==> src/rtl/sd_1011_tx.sv <==
`default_nettype none
// ============================================================================
//  Module      : sd_1011_tx
//  Description : Serial frame transmitter for the 1011 sequence-detector link.
//                Each frame is the 1011 sync header, then the W-bit payload
//                MSB-first with zero-stuffing so 1011 never recurs after the
//                header, then one guard 0.
//  Ports       : clk    - rising-edge clock
//                reset  - synchronous active-high reset
//                start  - frame request, sampled only while idle
//                din    - W-bit payload, latched on the accepted start
//                PO     - serial line (registered)
//                busy   - frame in progress
//                done   - one-cycle pulse during the guard bit
//                stuff  - PO carries a stuffed 0
//                sync   - PO carries a header bit
//  Revision    : 1.0 - initial release
// ============================================================================
module sd_1011_tx #(
    parameter int W = 8
) (
    input  logic         clk,
    input  logic         reset,
    input  logic         start,
    input  logic [W-1:0] din,
    output logic         PO,
    output logic         busy,
    output logic         done,
    output logic         stuff,
    output logic         sync
);

    localparam int c_CW = $clog2(W + 1);
    localparam logic [c_CW-1:0] c_W_CNT = c_CW'(W);

    localparam logic [2:0] c_IDLE  = 3'd0;
    localparam logic [2:0] c_SYNC  = 3'd1;
    localparam logic [2:0] c_DATA  = 3'd2;
    localparam logic [2:0] c_STUFF = 3'd3;
    localparam logic [2:0] c_GUARD = 3'd4;

    // The state register names the symbol currently on PO; every output is
    // computed from the next state and registered alongside it.
    logic [2:0]      r_state, w_state_nxt;
    logic [1:0]      r_idx,   w_idx_nxt;    // header bit index on PO
    logic [c_CW-1:0] r_cnt,   w_cnt_nxt;    // payload bits already emitted
    logic [W-1:0]    r_sh,    w_sh_nxt;     // payload, MSB is next to send
    logic [2:0]      r_h,     w_h_nxt;      // last three PO bits of frame
    logic            r_po,    w_po_nxt;
    logic            r_busy,  w_busy_nxt;
    logic            r_done,  w_done_nxt;
    logic            r_stuff, w_stuff_nxt;
    logic            r_sync,  w_sync_nxt;

    // ------------------------------------------------------------------
    // State register (outputs registered together with the state)
    // ------------------------------------------------------------------
    always_ff @(posedge clk) begin
        if (reset) begin
            r_state <= c_IDLE;
            r_idx   <= 2'd0;
            r_cnt   <= '0;
            r_sh    <= '0;
            r_h     <= 3'b000;
            r_po    <= 1'b0;
            r_busy  <= 1'b0;
            r_done  <= 1'b0;
            r_stuff <= 1'b0;
            r_sync  <= 1'b0;
        end else begin
            r_state <= w_state_nxt;
            r_idx   <= w_idx_nxt;
            r_cnt   <= w_cnt_nxt;
            r_sh    <= w_sh_nxt;
            r_h     <= w_h_nxt;
            r_po    <= w_po_nxt;
            r_busy  <= w_busy_nxt;
            r_done  <= w_done_nxt;
            r_stuff <= w_stuff_nxt;
            r_sync  <= w_sync_nxt;
        end
    end

    // ------------------------------------------------------------------
    // Next-state logic
    // ------------------------------------------------------------------
    always_comb begin
        w_state_nxt = r_state;
        w_idx_nxt   = r_idx;
        w_cnt_nxt   = r_cnt;
        w_sh_nxt    = r_sh;
        case (r_state)
            c_IDLE: begin
                if (start) begin
                    w_state_nxt = c_SYNC;
                    w_idx_nxt   = 2'd0;
                    w_cnt_nxt   = '0;
                    w_sh_nxt    = din;
                end
            end
            c_SYNC: begin
                // History after the header is always 011, so the first
                // payload bit is never preceded by a stuff.
                if (r_idx == 2'd3) begin
                    w_state_nxt = c_DATA;
                end else begin
                    w_idx_nxt = r_idx + 2'd1;
                end
            end
            c_DATA: begin
                // The guard check comes first: no stuff after the last bit.
                if (r_cnt == c_W_CNT) begin
                    w_state_nxt = c_GUARD;
                end else if (r_h == 3'b101) begin
                    w_state_nxt = c_STUFF;
                end else begin
                    w_state_nxt = c_DATA;
                end
            end
            c_STUFF: w_state_nxt = c_DATA;
            c_GUARD: w_state_nxt = c_IDLE;
            default: w_state_nxt = c_IDLE;
        endcase

        // Every entry into DATA consumes one payload bit.
        if (w_state_nxt == c_DATA) begin
            w_sh_nxt  = r_sh << 1;
            w_cnt_nxt = r_cnt + 1'b1;
        end
    end

    // ------------------------------------------------------------------
    // Output logic (values for the next PO symbol)
    // ------------------------------------------------------------------
    always_comb begin
        w_po_nxt    = 1'b0;
        w_sync_nxt  = 1'b0;
        w_stuff_nxt = 1'b0;
        w_done_nxt  = 1'b0;
        w_busy_nxt  = (w_state_nxt != c_IDLE);
        case (w_state_nxt)
            c_SYNC: begin
                w_sync_nxt = 1'b1;
                case (w_idx_nxt)
                    2'd0:    w_po_nxt = 1'b1;
                    2'd1:    w_po_nxt = 1'b0;
                    default: w_po_nxt = 1'b1;
                endcase
            end
            c_DATA:  w_po_nxt    = r_sh[W-1];
            c_STUFF: w_stuff_nxt = 1'b1;
            c_GUARD: w_done_nxt  = 1'b1;
            default: w_po_nxt    = 1'b0;
        endcase
        // Leaving IDLE starts a fresh history for the new frame.
        if (r_state == c_IDLE) begin
            w_h_nxt = {2'b00, w_po_nxt};
        end else begin
            w_h_nxt = {r_h[1:0], w_po_nxt};
        end
    end

    assign PO    = r_po;
    assign busy  = r_busy;
    assign done  = r_done;
    assign stuff = r_stuff;
    assign sync  = r_sync;

endmodule
`default_nettype wire

==> config.mk <==
export PLATFORM = sky130hd
export DESIGN_NAME = sd_1011_tx
export DESIGN_NICKNAME = d
export VERILOG_FILES = /design/src/rtl/sd_1011_tx.sv
export SDC_FILE = /design/constraint.sdc
export NUM_CORES = 1
export LEC_CHECK = 0
export ABC_AREA = 0
export CORE_MARGIN = 2
export CORE_UTILIZATION = 46
export CTS_BUF_LIST = sky130_fd_sc_hd__clkbuf_16
export DETAILED_ROUTE_END_ITERATION = 7
export GPL_TIMING_DRIVEN = 0
export PLACE_DENSITY = 0.71
export RECOVER_POWER = 25
export SLEW_MARGIN = 20
export SYNTH_ARGS = -nofsm -noshare
export SYNTH_HDL_FRONTEND = slang
export SYNTH_SLANG_ARGS = --single-unit
==> constraint.sdc <==
create_clock -name clk -period 1.87 [get_ports clk]
set_input_delay 0.374 -clock clk [delete_from_list [all_inputs] [get_ports clk]]
set_output_delay 0.374 -clock clk [all_outputs]
set_load 0.02 [all_outputs]
Word-level counts from Yosys, hierarchy flattened
Cells that the tools add are included.

Bits in registers: 25. Bits of input ports: 11. Word-level logic and storage cells: 52.

Add/sub/neg operators: 2. Mux-type cells: 19. Reduce and logical (&&, ||, !) cells: 8. Equal/unequal tests: 11.

Operator list (count): 8-bit two-way mux (3); 3-bit by 2-bit equality test with 1-bit output (second input constant) (4); 4-bit two-way mux (3); 3-bit case mux with 4 select lines (1); 3-bit two-way mux (3); 3-bit by 1-bit equality test with 1-bit output (second input constant) (2); 3-bit equality test (second input constant) (2); 1-bit two-way mux (5); 4-bit by 1-bit adder with 4-bit output (second input constant) (1); 4-bit equality test (second input constant) (1); 2-bit two-way mux (2); 2-bit case mux with 2 select lines (1); 2-bit AND reduction (2); 2-bit nonzero test (2); 2-bit OR reduction (2); 3-bit logical NOT (1); 3-bit nonzero test (1); 2-bit by 1-bit adder with 2-bit output (second input constant) (1); 2-bit by 1-bit equality test with 1-bit output (second input constant) (1); 2-bit equality test (second input constant) (1); 1-bit case mux with 2 select lines (1).

Logic depth before layout (Yosys ltp)
Depth after elaboration: 7. Mapped depth: 8.

Worst setup path before layout
Ideal clock, no wire load.

Path type: register to register. Start point: reg r_state[2]. End point: reg r_cnt[1]. Path buffers: 2. Period minus slack after synthesis: 1.944 ns. Required time: 1.802 ns. Path slack: -0.074 ns. Library setup time: 0.068 ns. Data arrival time: 1.877 ns. Stages on the path, launching flop included: 7. Cell sequence: dfxtp_1 -> buf_6 -> or3b_4 -> or4b_4 -> buf_6 -> a311o_1 -> a21oi_2.

Word-level cells in the longest chain between the ends: 5.

Ends and longest elaborated chain: start, declared (RTL line 44) `logic [2:0] r_state, w_state_nxt;`; start signal, assigned (RTL line 60) `r_state <= c_IDLE;`; start signal, assigned (RTL line 71) `r_state <= w_state_nxt;`; 3-bit by 2-bit equality test with 1-bit output (tied with other cells) (RTL line 92) `case (r_state)`; 3-bit case mux with 4 select lines (RTL line 92); 3-bit by 2-bit equality test with 1-bit output (RTL line 126) `if (w_state_nxt == c_DATA) begin`; 2-bit nonzero test (no line); 2-bit AND reduction (no line); end signal, assigned (RTL line 73) `r_cnt <= w_cnt_nxt;`; end, declared (RTL line 46) `logic [c_CW-1:0] r_cnt, w_cnt_nxt;`.

Parallel ways exist; a longest one is shown, timed or not. A chain may end at the register's enable or synchronous reset.

Worst setup path in the final report
Start point: reg r_state[2]. End point: reg r_cnt[0].

Same word-level chain as after synthesis.

==> results_dict.tcl <==
set metrics [dict create \
    initial_utilization_pct 48.32 \
    worstMarginPinSlew_ns 0.5835 \
    antenna_cells 0 \
    share_of_final_layout_standard_cells_stronger_than_drive_strength_1_pct 37.01 \
    core_area_sq_um 2455 \
    r2r_end "r_cnt[0]" \
    met3WireLength_microns 137 \
    final_antenna_violating_net_count 0 \
    ff2ff_setup_slack_ns 0.02 \
    clk-insertion-delay-late_ns 0.26 \
    synthesis.instances 127 \
    die_w_microns 54.78 \
    cts_tree "built" \
    die_height_microns 54.78 \
    worst_ep_required_time_ns 2.05 \
    synthToLayoutAreaGrowth_pct 47.78 \
    clk_path_buf_depth 2 \
    die_footprint_sq_um 3001 \
    weighted_congestion_at_the_end_of_routability_driven_global_placement 0.7933 \
    first_pass_grt_wire_length_microns 5188 \
    hold-worst-slack_ns 0.4819 \
    vdd_drop_max_mv 0.5704 \
    row_count 18 \
    routedLengthMet1_microns 1403 \
    met2RoutedLength_microns 1713 \
    hpwlAfterDp_microns 1856 \
    setup_viol 0 \
    hold_viol 0 \
    drc 0 \
    final.setup_skew_ns 0.003880 \
    run_status "completed" \
    grt_pass1_vias 1071 \
    grt_setup_unrepaired "yes" \
    worstHoldPathCells 1 \
    route.vias.total 1143 \
    synth_cell_type_count 43 \
    route.final.wire_length_microns 3303 \
    worst-endpoint-arrival_ns 2.03 \
    first_pass_iters 5 \
    io_buffers 15 \
    period_share_pct 98.89 \
    power_leakage_nw 0.6359 \
    global_route_total_usage_across_every_layer_pct 24.33 \
    slew_viols_final 0 \
    p_per_area_nw_per_um2 674.6 \
    maximum_level_of_the_cts_h_tree 1 \
    wire_per_inst_microns 17.95 \
    min_delay_worst_endpoint "r_h[1]" \
    grt_antenna_before_repair 0 \
    reg2regPathDepth 4 \
    largest_fanout_on_the_critical_path 7 \
    final_worst_slack_ns 0.02068 \
    holdCritStartpoint "r_h[0]" \
    yosysSeqAreaShare_pct 40.51 \
    synth_seq_cells 24 \
    numPlacedInstances 172 \
    number_of_clock_buffers_inserted_by_tritoncts 3 \
    timing.slew.headroom_pct 61.10 \
    period_minus_slack_ns 1.849 \
    number_of_maximum_capacitance_violations 0 \
    finalSetupTns_ns 0 \
    setup.worst_path.class "flip-flop to flip-flop" \
    synth_area_per_cell_sq_um 9.340 \
    worst_setup_hold_path_clk_slew_ns 0.06 \
    clock_tree.root_cell "sky130_fd_sc_hd__clkbuf_16" \
    post_cts_hold_buffer_count 0 \
    worstHoldPathType "flip-flop to flip-flop" \
    setup_slack_placement_ns -0.4778 \
    fmax_ghz 0.5407 \
    grt_start_max_net_pins 13 \
    dr_iter_0_viols 24 \
    vias_per_cell 6.212 \
    design.portCount 16 \
    yosysWarningCount 0 \
    layout_filler_cell_count 175 \
    highest-signal-layer "met4" \
    synthesis.area_sq_um 1186 \
    critical_path.endpoint_type "flip-flop" \
    commonest_cells_after_routing_fill_and_taps_aside "19 x sky130_fd_sc_hd__dfxtp_1, 12 x sky130_fd_sc_hd__clkdlybuf4s50_1, 11 x sky130_fd_sc_hd__buf_4" \
    grt_overflow 0 \
    layout_commonest_cell "sky130_fd_sc_hd__dfxtp_1" \
    tritoncts_num_sinks 24 \
    syn_nets 140 \
    post_layout_net_count 169 \
    fin_cells 184 \
    worstSetupStartpointType "flip-flop" \
    rr_startpoint "r_state[2]" \
]
-- where the power goes --
group | switching, mW | total, mW | internal (mW) | leakage [nW]
combinational | 0.0847 | 0.176 | 0.0917 | 0.400
sequential | 0.0154 | 0.545 | 0.530 | 0.199
clock | 0.178 | 0.461 | 0.283 | 0.0370
-- stage by stage --
stage | total power [mW] | util, % | area (sq um)
2_1_floorplan | 0.6391 | - | 1186
3_3_place_gp | 0.6860 | 55.96 | 1374
3_5_place_dp | 0.6897 | 55.96 | 1374
4_1_cts | 1.161 | 66.97 | 1644
5_1_grt | 1.220 | 71.41 | 1753
6_report | 1.182 | 71.41 | 1753
-- critical path: stages, from the launching register on --
cell,delay [ns]
sky130_fd_sc_hd__dfxtp_4,0.34
sky130_fd_sc_hd__or3b_4,0.39
sky130_fd_sc_hd__or4b_4,0.59
sky130_fd_sc_hd__a311o_1,0.30
sky130_fd_sc_hd__a21oi_1,0.14
-- layout make-up --
type,count,area (sq um),share of cell area (%)
multi-input cells,89,804.5,45.90
flip-flops and latches,24,491.7,28.05
repair buffers,28,277.8,15.85
clock buffers,3,75.07,4.283
plain buffers,7,55.05,3.141
well taps,30,37.54,2.141
inverters,3,11.26,0.6424
-- kinds of logic (layout without fill, tap and decap cells) --
| logic type | count (synthesis) | after routing | share of synthesized area [%] |
|---|---|---|---|
| DFF | 24 | 24 | 40.51 |
| and+or+nand+nor | 49 | 49 | 24.47 |
| buffers and inverters | 14 | 41 | 5.907 |
| AOI/OAI and AO/OA | 28 | 28 | 17.83 |
| muxes | 9 | 9 | 8.439 |
| adders and majority gates | 2 | 2 | 2.109 |
| xor gates and xnor gates | 1 | 1 | 0.7385 |
-- layer usage --
metal	up-vias	track usage, %
li1	545	-
met1	560	29.12
met2	30	42.86
met3	8	4.372
met4	0	8.750
met5	-	0
-- state kept, by name, indices dropped and copies added (netlist names) --
name,flops
r_idx,2
r_h,3
r_state,3
stuff,1
r_sh,8
done,1
r_cnt,4
busy,1
sync,1
-- worst max path at each step --
stage,start,to,slack (ns),cells past startpoint
after global placement,start,r_sh[6],-0.42,6
final,r_state[2],r_cnt[0],0.02,4
after floorplan,r_state[2],r_cnt[0],-0.04,6
after CTS,r_state[2],r_cnt[0],0.004,4
after detailed placement,start,r_sh[7],-0.48,6
after global routing,r_state[0],r_sh[5],-0.04,6
-- cell usage after synthesis --
cell type	count	area [sq um]
sky130_fd_sc_hd__and2_1	3	18.77
sky130_fd_sc_hd__buf_1	2	7.510
sky130_fd_sc_hd__nor3_1	10	50.05
sky130_fd_sc_hd__nand2_1	3	11.26
sky130_fd_sc_hd__clkbuf_1	5	18.77
sky130_fd_sc_hd__a311o_1	2	20.02
sky130_fd_sc_hd__nor2b_1	1	6.260
sky130_fd_sc_hd__o21ai_0	1	5.000
sky130_fd_sc_hd__nor4bb_1	1	10.01
sky130_fd_sc_hd__or2_2	1	6.260
sky130_fd_sc_hd__nor2_1	9	33.78
sky130_fd_sc_hd__or3_1	1	6.260
sky130_fd_sc_hd__o22ai_1	1	6.260
sky130_fd_sc_hd__a22oi_1	2	15.01
sky130_fd_sc_hd__or3b_4	1	11.26
sky130_fd_sc_hd__or4b_4	1	13.76
sky130_fd_sc_hd__nand4_1	4	25.02
sky130_fd_sc_hd__a41oi_1	1	8.760
sky130_fd_sc_hd__nand3_1	3	15.01
sky130_fd_sc_hd__o211a_1	1	10.01
sky130_fd_sc_hd__xnor2_1	1	8.760
sky130_fd_sc_hd__o22a_1	1	8.760
sky130_fd_sc_hd__or2b_1	1	7.510
sky130_fd_sc_hd__buf_6	2	22.52
sky130_fd_sc_hd__a21oi_1	2	10.01
sky130_fd_sc_hd__mux2_2	8	90.09
sky130_fd_sc_hd__o311ai_0	3	26.28
sky130_fd_sc_hd__nand3b_1	1	7.510
sky130_fd_sc_hd__ha_1	2	25.02
sky130_fd_sc_hd__mux2i_1	1	10.01
sky130_fd_sc_hd__nor4_1	7	43.79
sky130_fd_sc_hd__nor4b_2	1	15.01
sky130_fd_sc_hd__o211ai_1	2	15.01
sky130_fd_sc_hd__a21oi_2	1	8.760
sky130_fd_sc_hd__a311oi_1	1	8.760
sky130_fd_sc_hd__buf_2	2	10.01
sky130_fd_sc_hd__dfxtp_1	24	480.5
sky130_fd_sc_hd__a31oi_1	7	43.79
sky130_fd_sc_hd__a21o_1	1	7.510
sky130_fd_sc_hd__nor4b_1	1	8.760
sky130_fd_sc_hd__o32ai_1	1	8.760
sky130_fd_sc_hd__inv_1	3	11.26
sky130_fd_sc_hd__a2111oi_0	1	8.760
-- what timing repair did --
action	in CTS	in global routing
pin swaps	8	7
resized for setup	27	27
endpoints found under the setup margin	15	15
gates cloned	1	0
setup buffers	11	1
(Power assumes the default switching activity.)
